**config.mk**
```make
export PLATFORM = sky130hd
export DESIGN_NAME = mem_bridge
export DESIGN_NICKNAME = d
export VERILOG_FILES = /design/src/rtl/mem_bridge.sv
export SDC_FILE = /design/constraint.sdc
export NUM_CORES = 1
export LEC_CHECK = 0
export ABC_AREA = 1
export ABC_CLOCK_PERIOD_IN_PS = 1150
export CELL_PAD_IN_SITES_DETAIL_PLACEMENT = 1
export CELL_PAD_IN_SITES_GLOBAL_PLACEMENT = 1
export CORE_MARGIN = 3
export CORE_UTILIZATION = 25
export DETAILED_ROUTE_END_ITERATION = 16
export GPL_TIMING_DRIVEN = 0
export HOLD_SLACK_MARGIN = 0.15
export MAX_ROUTING_LAYER = met4
export PLACE_DENSITY = 0.75
export SLEW_MARGIN = 20
export SYNTH_ARGS = -nofsm -noshare
export SYNTH_HDL_FRONTEND = slang
export SYNTH_SLANG_ARGS = --single-unit
```
**constraint.sdc**
```tcl
create_clock -name clk -period 1.15 [get_ports clk]
set_input_delay 0.23 -clock clk [delete_from_list [all_inputs] [get_ports clk]]
set_output_delay 0.23 -clock clk [all_outputs]
set_load 0.02 [all_outputs]
```
**src/rtl/mem_bridge.sv**
```systemverilog
// Multicycle-CPU to word-memory handshake bridge (IDLE/REQ/DONE) with a sticky error flag.
// Optional REQ-phase timeout is compiled in with `define MEM_BRIDGE_TIMEOUT_EN.
module mem_bridge #(
  parameter int unsigned TIMEOUT = 16
) (
  input  logic        clk,
  input  logic        reset,
  input  logic        cpu_req,
  input  logic        cpu_we,
  input  logic [31:0] cpu_addr,
  input  logic [31:0] cpu_wdata,
  output logic [31:0] cpu_rdata,
  output logic        cpu_done,
  output logic        stall,
  output logic        mem_req,
  output logic        mem_we,
  output logic [29:0] mem_addr,
  output logic [31:0] mem_wdata,
  input  logic        mem_ack,
  input  logic [31:0] mem_rdata,
  output logic        err
);

  localparam int unsigned CW = 8;

  typedef enum logic [1:0] {
    IDLE = 2'd0,
    REQ  = 2'd1,
    DONE = 2'd2
  } state_t;

  state_t state;

  if (TIMEOUT < 2 || TIMEOUT > 255) begin : g_bad_timeout
    $error("mem_bridge: TIMEOUT must lie in 2..255");
  end

`ifdef MEM_BRIDGE_TIMEOUT_EN
  logic [CW-1:0] cnt;
`endif

  // Controller must freeze as soon as a request is seen, hence combinational.
  assign stall = ((state == IDLE) && cpu_req) || (state == REQ);

  always_ff @(posedge clk or negedge reset) begin
    if (!reset) begin
      state     <= IDLE;
      cpu_rdata <= '0;
      cpu_done  <= 1'b0;
      mem_req   <= 1'b0;
      mem_we    <= 1'b0;
      mem_addr  <= '0;
      mem_wdata <= '0;
      err       <= 1'b0;
`ifdef MEM_BRIDGE_TIMEOUT_EN
      cnt       <= '0;
`endif
    end else begin
      cpu_done <= 1'b0;
      case (state)
        IDLE: begin
          if (cpu_req) begin
            mem_addr  <= cpu_addr[31:2];
            mem_wdata <= cpu_wdata;
            if (cpu_addr[1:0] == 2'b00) begin
              state   <= REQ;
              mem_req <= 1'b1;
              mem_we  <= cpu_we;
`ifdef MEM_BRIDGE_TIMEOUT_EN
              cnt     <= '0;
`endif
            end else begin
              // Misaligned: never touch memory, complete immediately with error.
              state    <= DONE;
              cpu_done <= 1'b1;
              err      <= 1'b1;
            end
          end
        end
        REQ: begin
          if (mem_ack) begin
            state    <= DONE;
            cpu_done <= 1'b1;
            mem_req  <= 1'b0;
            mem_we   <= 1'b0;
            if (!mem_we) cpu_rdata <= mem_rdata;
          end
`ifdef MEM_BRIDGE_TIMEOUT_EN
          else if (cnt == CW'(TIMEOUT - 1)) begin
            state    <= DONE;
            cpu_done <= 1'b1;
            mem_req  <= 1'b0;
            mem_we   <= 1'b0;
            err      <= 1'b1;
          end else begin
            cnt <= cnt + CW'(1);
          end
`endif
        end
        DONE:    state <= IDLE;
        default: state <= IDLE;
      endcase
    end
  end

endmodule

```
# Word-level counts from Yosys, hierarchy flattened

Index checks and enable logic that the tools add are counted.

Register bits after elaboration: 100
Logic and storage cells: 39
Memories: 0
Latch bits: 0
Output and inout bits: 99
Bits in read-only memories: 0
Input port bits: 101
Bits in writable memories: 0

Shift operators: 0
Div/mod/pow operators: 0
$mul: 0
Mux-type cells: 15
Reduce and logical (&&, ||, !) cells: 10
$lt $le $gt $ge: 0
Add/sub/neg operators: 0
Bitwise gates (word level): 2
Equality and inequality tests: 4

Operator list:

| cell                                                | number |
|---|---|
| two-way mux 1 bit                                   | 8 |
| two-way mux 2 bit                                   | 3 |
| one-hot mux 1 bit (2 select lines)                  | 3 |
| AND reduction 3 bit                                 | 2 |
| zero test 2 bit                                     | 2 |
| != test 2 bit, second input constant                | 2 |
| one-hot mux 2 bit (2 select lines)                  | 1 |
| AND reduction 2 bit                                 | 2 |
| AND reduction 4 bit                                 | 1 |
| equality test 2 x 1 -> 1 bit, second input constant | 1 |
| != test 2 x 1 -> 1 bit, second input constant       | 1 |
| inverter 1 bit                                      | 2 |
| nonzero test 2 bit                                  | 1 |
| logical AND 1 bit                                   | 1 |
| logical OR 1 bit                                    | 1 |

# Depth between registers and ports, before layout

Gate-level depths: netlist of the first run.

Depth in word-level cells: 4
Gate-level depth with buffers: 6
Gate-level depth less buffers: 6

# Least setup slack after synthesis of the first run

No wires, ideal clock.

Path type: register to output
Start point: reg state[0]
End point: out stall
Cell stages (with the launch flop): 5
Slack: -0.126 ns
Path buffers: 1
Required time: 0.920 ns
Arrival: 1.046 ns
Cells stage by stage: dfrtp_1 -> nor2_4 -> nand2_2 -> buf_2 -> nand2_1

Longest elaborated chain between the ends: 3
Elaborated cells between the ends (all ways): 4
Classes of those cells: 1 x eq/ne; 3 x reduce/logical

RTL lines:

| what                     | RTL line | source |
|---|---|---|
| start: declaration       | 32       | `state_t state;` |
| start signal: assignment | 47       | `state <= IDLE;` |
| start signal: assignment | 66       | `state <= REQ;` |
| start signal: assignment | 74       | `state <= DONE;` |
| zero test 2 bit          | 43       | `assign stall = ((state == IDLE) && cpu_req) \|\| (state == REQ);` |
| logical AND 1 bit        | 43       |  |
| logical OR 1 bit (*)     | 43       |  |
| end: declaration         | 14       | `output logic stall,` |

Every way passes the cells marked *; elsewhere a longest branch is shown, timed or not.

# Final worst setup path of the first run

Start point: reg state[1]
End point: out stall

Same word-level chain as after synthesis.

==> out/summary.txt, run 1 <==
Largest stage delay on the critical path - 410 ps
Core Box Area - 15300 µm²
IO Pins - 200
Share of cells above drive strength 1 - 27.3%
Critical Path RT - 920 ps
CTS H-tree depth - 3
Slew at the pin closest to its max-slew limit - 465 ps
Largest net degree at the start of global routing - 54
Critical-path cell list - nor2_4, nand2_4, buf_8, nand2_4, buf_6
Wire length of the first global-routing pass - 22500 µm
Worst clock skew - 6.45 ps
Post-Synthesis Cells - 436
TritonCTS clock tree - built
Initial DRC Count - 159
Routability cong. - 0.810
Die Y - 131 µm
Switching Share - 36.7%
TritonCTS buffer count - 9
Die area - 17300 µm²
CP Launch Type - flop
Congestion Overflow GR - 0
Clock transition at path regs - 70 ps
Placed cells - 846
Peak Freq - 0.661 GHz
Layout fillers - 1780
Hold Crit Class - in2reg
Area Overhead vs Synth - 76.5%
Worst-Skew Late Latency - 340 ps
Net count after synthesis - 537
Most used cell, CP - nand2_4
Final Max Slew Viols - 0
CP endpoint kind - output pin
Final hold viol count - 0
Final wirelength - 14700 µm
Antenna cells - 0
Horiz. Die Dim - 131 µm
Post-route antenna net violation count - 0
Initial antenna violation count - 0
Post-Synthesis Cell Area - 3930 µm²
Vias in the first global route - 4124
Pwr/cell area - 2050 nW/µm²
Clock sinks - 100
DRC - 0
P_leak - 3.60 nW
Crit Path Max Fanout - 2
Via Count - 3975
GRT Overall Usage - 16.7%
Post-synthesis sequential area ratio - 63.6%
Final min period - 1510 ps
I/O Buffers - 198
# setup viols final - 101
Max Cap Viol - 0
Yosys reg bits - 100
Vias per cell - 4.39
Root Driver - clkbuf_16
Max IR drop VDD - 0.799 mV
Final Core Density - 45.3%
Initial core utilization - 25.7%
Final hold slack - 294 ps
Clock power share - 20.5%
Synth warn - 0
Fin area - 6940 µm²
R2R setup slack - -290 ps
Hpwl dp - 10300 µm
Sw power - 5.23 mW
Flop pwr share - 37.1%
Final cell count without fillers - 906
RSZ-0062 raised after global routing - yes
Relative slew slack - 69.0%
WP data arrival - 1280 ps
Max Root-Sink Buffers - 2
Synth cell types - 13
Syn avg cell area - 9.02 µm²
Detailed Routing Iterations Pass 1 - 4
Crit share post-route - 132%
Final nets - 791
Outcome - finished, violations left
Int Power - 9.03 mW
Logic pwr share - 42.4%
Failing checks - setup timing
Row count - 45
Fin worst setup slack - -363 ps
Critical path's slowest cell - dfrtp_1
Setup Total Neg Slack - -14240 ps
Kind of critical path - reg2out
DP Area - 6230 µm²
Wire per inst - 16.2 µm
[state kept, by name, indices dropped and copies added (netlist names)]
name	count
mem_req	1
cpu_done	1
mem_wdata	32
err	1
mem_we	1
state	2
cpu_rdata	32
mem_addr	30
[cells in the final DEF, fill, tap and decap left out, drive strengths merged]
cell type / synthesis / final
o21ai: 1 / 1
nand3: 97 / 97
clkdlybuf4s50: 0 / 98
clkinvlp: 0 / 1
nand2: 199 / 199
or2: 1 / 1
nor2: 5 / 5
dlygate4sd3: 0 / 1
inv: 5 / 5
buf: 25 / 165
dfrtp: 100 / 100
clkinv: 0 / 2
clkbuf: 3 / 20
[worst paths after layout]
check                      depth (start not counted)                  endpoint                     start
setup / recovery                                   5                     stall      state[1]$_DFFE_PN0P_
hold / removal                                     3  mem_addr[29]$_DFFE_PN0P_                   cpu_req
setup reg to reg                                   9  cpu_rdata[2]$_DFFE_PN0P_      state[0]$_DFFE_PN0P_
hold reg to reg                                    2  cpu_rdata[7]$_DFFE_PN0P_  cpu_rdata[7]$_DFFE_PN0P_
max in group asynchronous                          3       mem_req$_DFFE_PN0P_                     reset
min in group asynchronous                          2  cpu_rdata[5]$_DFFE_PN0P_                     reset
[worst max-delay path, delay by kind of cell (launching register included)]
family        cells  cell delay (ps)
buf+inv           2              250
simple gates      3              270
flops             1              410
[area by class of cell]
class,instances,area [µm²],share of cell area [%]
sequential,100,2500,36.0
inverter,5,18.8,0.270
buffer,28,251,3.62
timing repair buffer,243,2300,33.1
clock inverter,3,21.3,0.306
tap,211,264,3.80
multi-input combinational,303,1330,19.1
clock buffer,13,260,3.75
[stage by stage]
step	power, mW	setup WS [ps]
after floorplan	7.69	-15.5
after global placement	10.7	-3960
after detailed placement	10.9	-886
after CTS	13.3	-393
after global routing	15.1	-421
final	14.3	-363
[synthesized netlist by cell type, drive strengths merged]
cell / n / share of area (%)
nand2: 199 / 19
dfrtp: 100 / 64
nand3: 97 / 12
buf: 25 / 3.1
inv: 5 / 0.48
nor2: 5 / 0.86
clkbuf: 3 / 0.29
o21ai: 1 / 0.13
or2: 1 / 0.16
[repair_timing]
item | in CTS | in global routing
endpoints found under the setup margin | 197 | 212
gates resized for setup | 466 | 113
endpoints found under the hold margin | 52 | 0
pin swaps | 2 | 3
gates cloned | 0 | 3
hold buffers | 1 | 0
buffers inserted | 10 | 31
[routing by layer]
| metal | track usage [%] | vias to the layer above | share of wire (%) |
|---|---|---|---|
| li1 | - | 1897 | - |
| met1 | 20.6 | 1920 | 42 |
| met2 | 26.7 | 145 | 50 |
| met3 | 5.32 | 13 | 7.2 |
| met4 | 4.67 | 0 | 0.98 |
| met5 | - | - | 0 |
[power groups by stage]
stage               sequential, mW  combinational [mW]  clock, mW
floorplan                     6.50                1.19          0
global placement              5.19                5.48          0
detailed placement            5.25                5.62          0
CTS                           5.21                5.04       3.03
global route                  5.41                6.53       3.14
finish                        5.30                6.04       2.92
[cells by family (layout without fill, tap and decap cells)]
group           Yosys count  in the layout  synth area share, %
simple gates            302            302                 32.4
compound gates            1              1                0.127
buf+inv                  33            292                 3.85
flops                   100            100                 63.6
Note: power is estimated with default switching activity, not from simulation.
==> run 2: changes to the inputs <==
CTS_CLUSTER_DIAMETER = 100   (was unset)
PLACE_DENSITY = unset   (was 0.75)
PLACE_DENSITY_LB_ADDON = 0.1   (was unset)
==> out/summary.txt, run 2 (synthesized netlist as in run 1, its figures left out) <==
Max Cap Viol - 0 (unchanged)
Slew at the pin closest to its max-slew limit - 490 ps (+25.4 ps)
Wire length of the first global-routing pass - 22500 µm (-0.24%)
Initial DRC Count - 138 (-13%)
GRT Overall Usage - 16.7% (about the same)
Vias per cell - 4.34 (-1.1%)
CTS H-tree depth - 3 (unchanged)
Final Core Density - 46.7% (+1.4 points)
Hold Crit Class - in2reg
Largest registers - cpu_rdata x32, mem_wdata x32, mem_addr x30
Initial antenna violation count - 0 (unchanged)
Relative slew slack - 67.3% (-1.7 points)
Die area - 17300 µm² (unchanged)
Largest net degree at the start of global routing - 56 (+3.7%)
Grt met3 use - 4.94% (-0.38 points)
Capturing point of the worst reg2reg path - mem_wdata[5]$_DFFE_PN0P_
Antenna cells - 0 (unchanged)
Crit Path Max Fanout - 2 (unchanged)
Worst-Skew Late Latency - 340 ps (about the same)
Peak Freq - 0.658 GHz (-0.46%)
Clock transition at path regs - 70 ps (about the same)
Initial core utilization - 25.7% (unchanged)
Die Y - 131 µm (unchanged)
Fin worst setup slack - -370 ps (-6.99 ps)
Hold path endpoint - mem_wdata[31]$_DFFE_PN0P_
Switching Share - 36.3% (-0.41 points)
DRC - 0 (unchanged)
Commonest non-fill, non-tap cell in the layout - nand2_1
Wire per inst - 16.0 µm (-1.5%)
Worst clock skew - 6.65 ps (+0.198 ps)
Core Box Area - 15300 µm² (unchanged)
Clock sinks - 100 (unchanged)
Fin area - 7150 µm² (+3.0%)
TritonCTS clock tree - built
Pwr/cell area - 1990 nW/µm² (-3.2%)
Final Max Slew Viols - 0 (unchanged)
R2R setup slack - -290 ps (about the same)
GRT Max-Usage Layer - met2
Vias in the first global route - 4121 (-0.073%)
Setup WS pre-CTS - -929 ps (-42.8 ps)
Horiz. Die Dim - 131 µm (unchanged)
Critical Path RT - 920 ps (about the same)
Hold Path Origin - cpu_req
Global Route met2 Usage - 26.6% (-0.057 points)
Failing checks - setup timing
CP Launch Type - flop
Int Power - 9.06 mW (+0.40%)
Total power - 14.2 mW (-0.25%)
WP data arrival - 1290 ps (about the same)
Hpwl dp - 9840 µm (-4.4%)
Crit share post-route - 132% (+0.61 points)
DP Area - 6230 µm² (unchanged)
Share of cells above drive strength 1 - 30.2% (+2.9 points)
Row count - 45 (unchanged)
# setup viols final - 102 (+0.99%)
RSZ-0062 raised after global routing - yes
I/O Buffers - 198 (unchanged)
IO Pins - 200 (unchanged)
Root Driver - clkbuf_16
Outcome - finished, violations left
Commonest non-fill, non-tap cells in the layout - 195 x nand2_1, 99 x dfrtp_1, 98 x clkdlybuf4s50_1
TritonCTS buffer count - 9 (unchanged)
Post-route antenna net violation count - 0 (unchanged)
Flop pwr share - 36.5% (-0.6 points)
CP endpoint kind - output pin
Final min period - 1520 ps (+6.99 ps)
Clock power share - 21.6% (+1.1 points)
P_leak - 3.73 nW (+3.7%)
Final hold viol count - 0 (unchanged)
Routability cong. - 0.757 (-6.6%)
Placed cells - 846 (unchanged)
M1 GR Usage - 20.8% (+0.16 points)
Detailed Routing Iterations Pass 1 - 4 (unchanged)
Congestion Overflow GR - 0 (unchanged)
Max Root-Sink Buffers - 2 (unchanged)
Final wirelength - 14700 µm (+0.33%)
Final cell count without fillers - 923 (+1.9%)
Via Count - 4006 (+0.78%)
Logic pwr share - 41.9% (-0.5 points)
Area Overhead vs Synth - 81.8%
Final nets - 809 (+2.3%)
Setup Total Neg Slack - -20210 ps (-5970 ps)
Kind of critical path - reg2out
Sw power - 5.16 mW (-1.4%)
Final hold slack - 285 ps (-9.79 ps)
Hold path depth - 3 (unchanged)
Max IR drop VDD - 0.649 mV (-19%)
Reg2Reg Depth - 8 (-1)
Reg2reg start - state[1]$_DFFE_PN0P_
run 2: timing repair:
action                     CTS  global route
hold buffers                 1             0
gates cloned                 7             5
pin swaps                    9            51
buffers inserted            14            38
gates resized for setup    474            87
hold endpoints to repair    54             0
setup endpoints to repair  197           201
run 2: power groups by stage:
stage          combinational [mW]  clock, mW  sequential, mW
3_3_place_gp                 5.53          0            5.17
6_report                     5.96       3.07            5.20
4_1_cts                      5.06       3.18            5.14
2_1_floorplan                1.19          0            6.50
3_5_place_dp                 5.61          0            5.22
5_1_grt                      6.45       3.35            5.32
run 2: cell type report:
class | count | area [µm²]
timing repair buffer | 261 | 2460
buffer | 28 | 264
clock inverter | 5 | 52.6
fill | 1771 | 8160
sequential | 100 | 2500
multi-input combinational | 303 | 1350
tap | 211 | 264
clock buffer | 10 | 239
inverter | 5 | 21.3
run 2: critical path: stages (launching register included):
cell and delay, ps:
dfrtp_1 410, nor2_4 170, nand2_4 80, buf_8 140, nand2_4 40, buf_6 110
run 2: layer usage:
layer | vias to the layer above | wire (µm)
li1 | 1936 | -
met1 | 1932 | 6410
met2 | 128 | 7070
met3 | 10 | 1080
met4 | 0 | 180
met5 | - | 0
run 2: worst max path at each step:
stage                         start                         to  slack [ps]  depth (start not counted)
2_1_floorplan  state[1]$_DFFE_PN0P_                      stall         -20                          4
3_3_place_gp                  reset  mem_wdata[30]$_DFFE_PN0P_       -4230                          1
3_5_place_dp   state[1]$_DFFE_PN0P_                      stall        -930                          5
4_1_cts        state[0]$_DFFE_PN0P_                      stall        -400                          5
5_1_grt        state[0]$_DFFE_PN0P_                      stall        -440                          6
6_report       state[1]$_DFFE_PN0P_                      stall        -370                          5
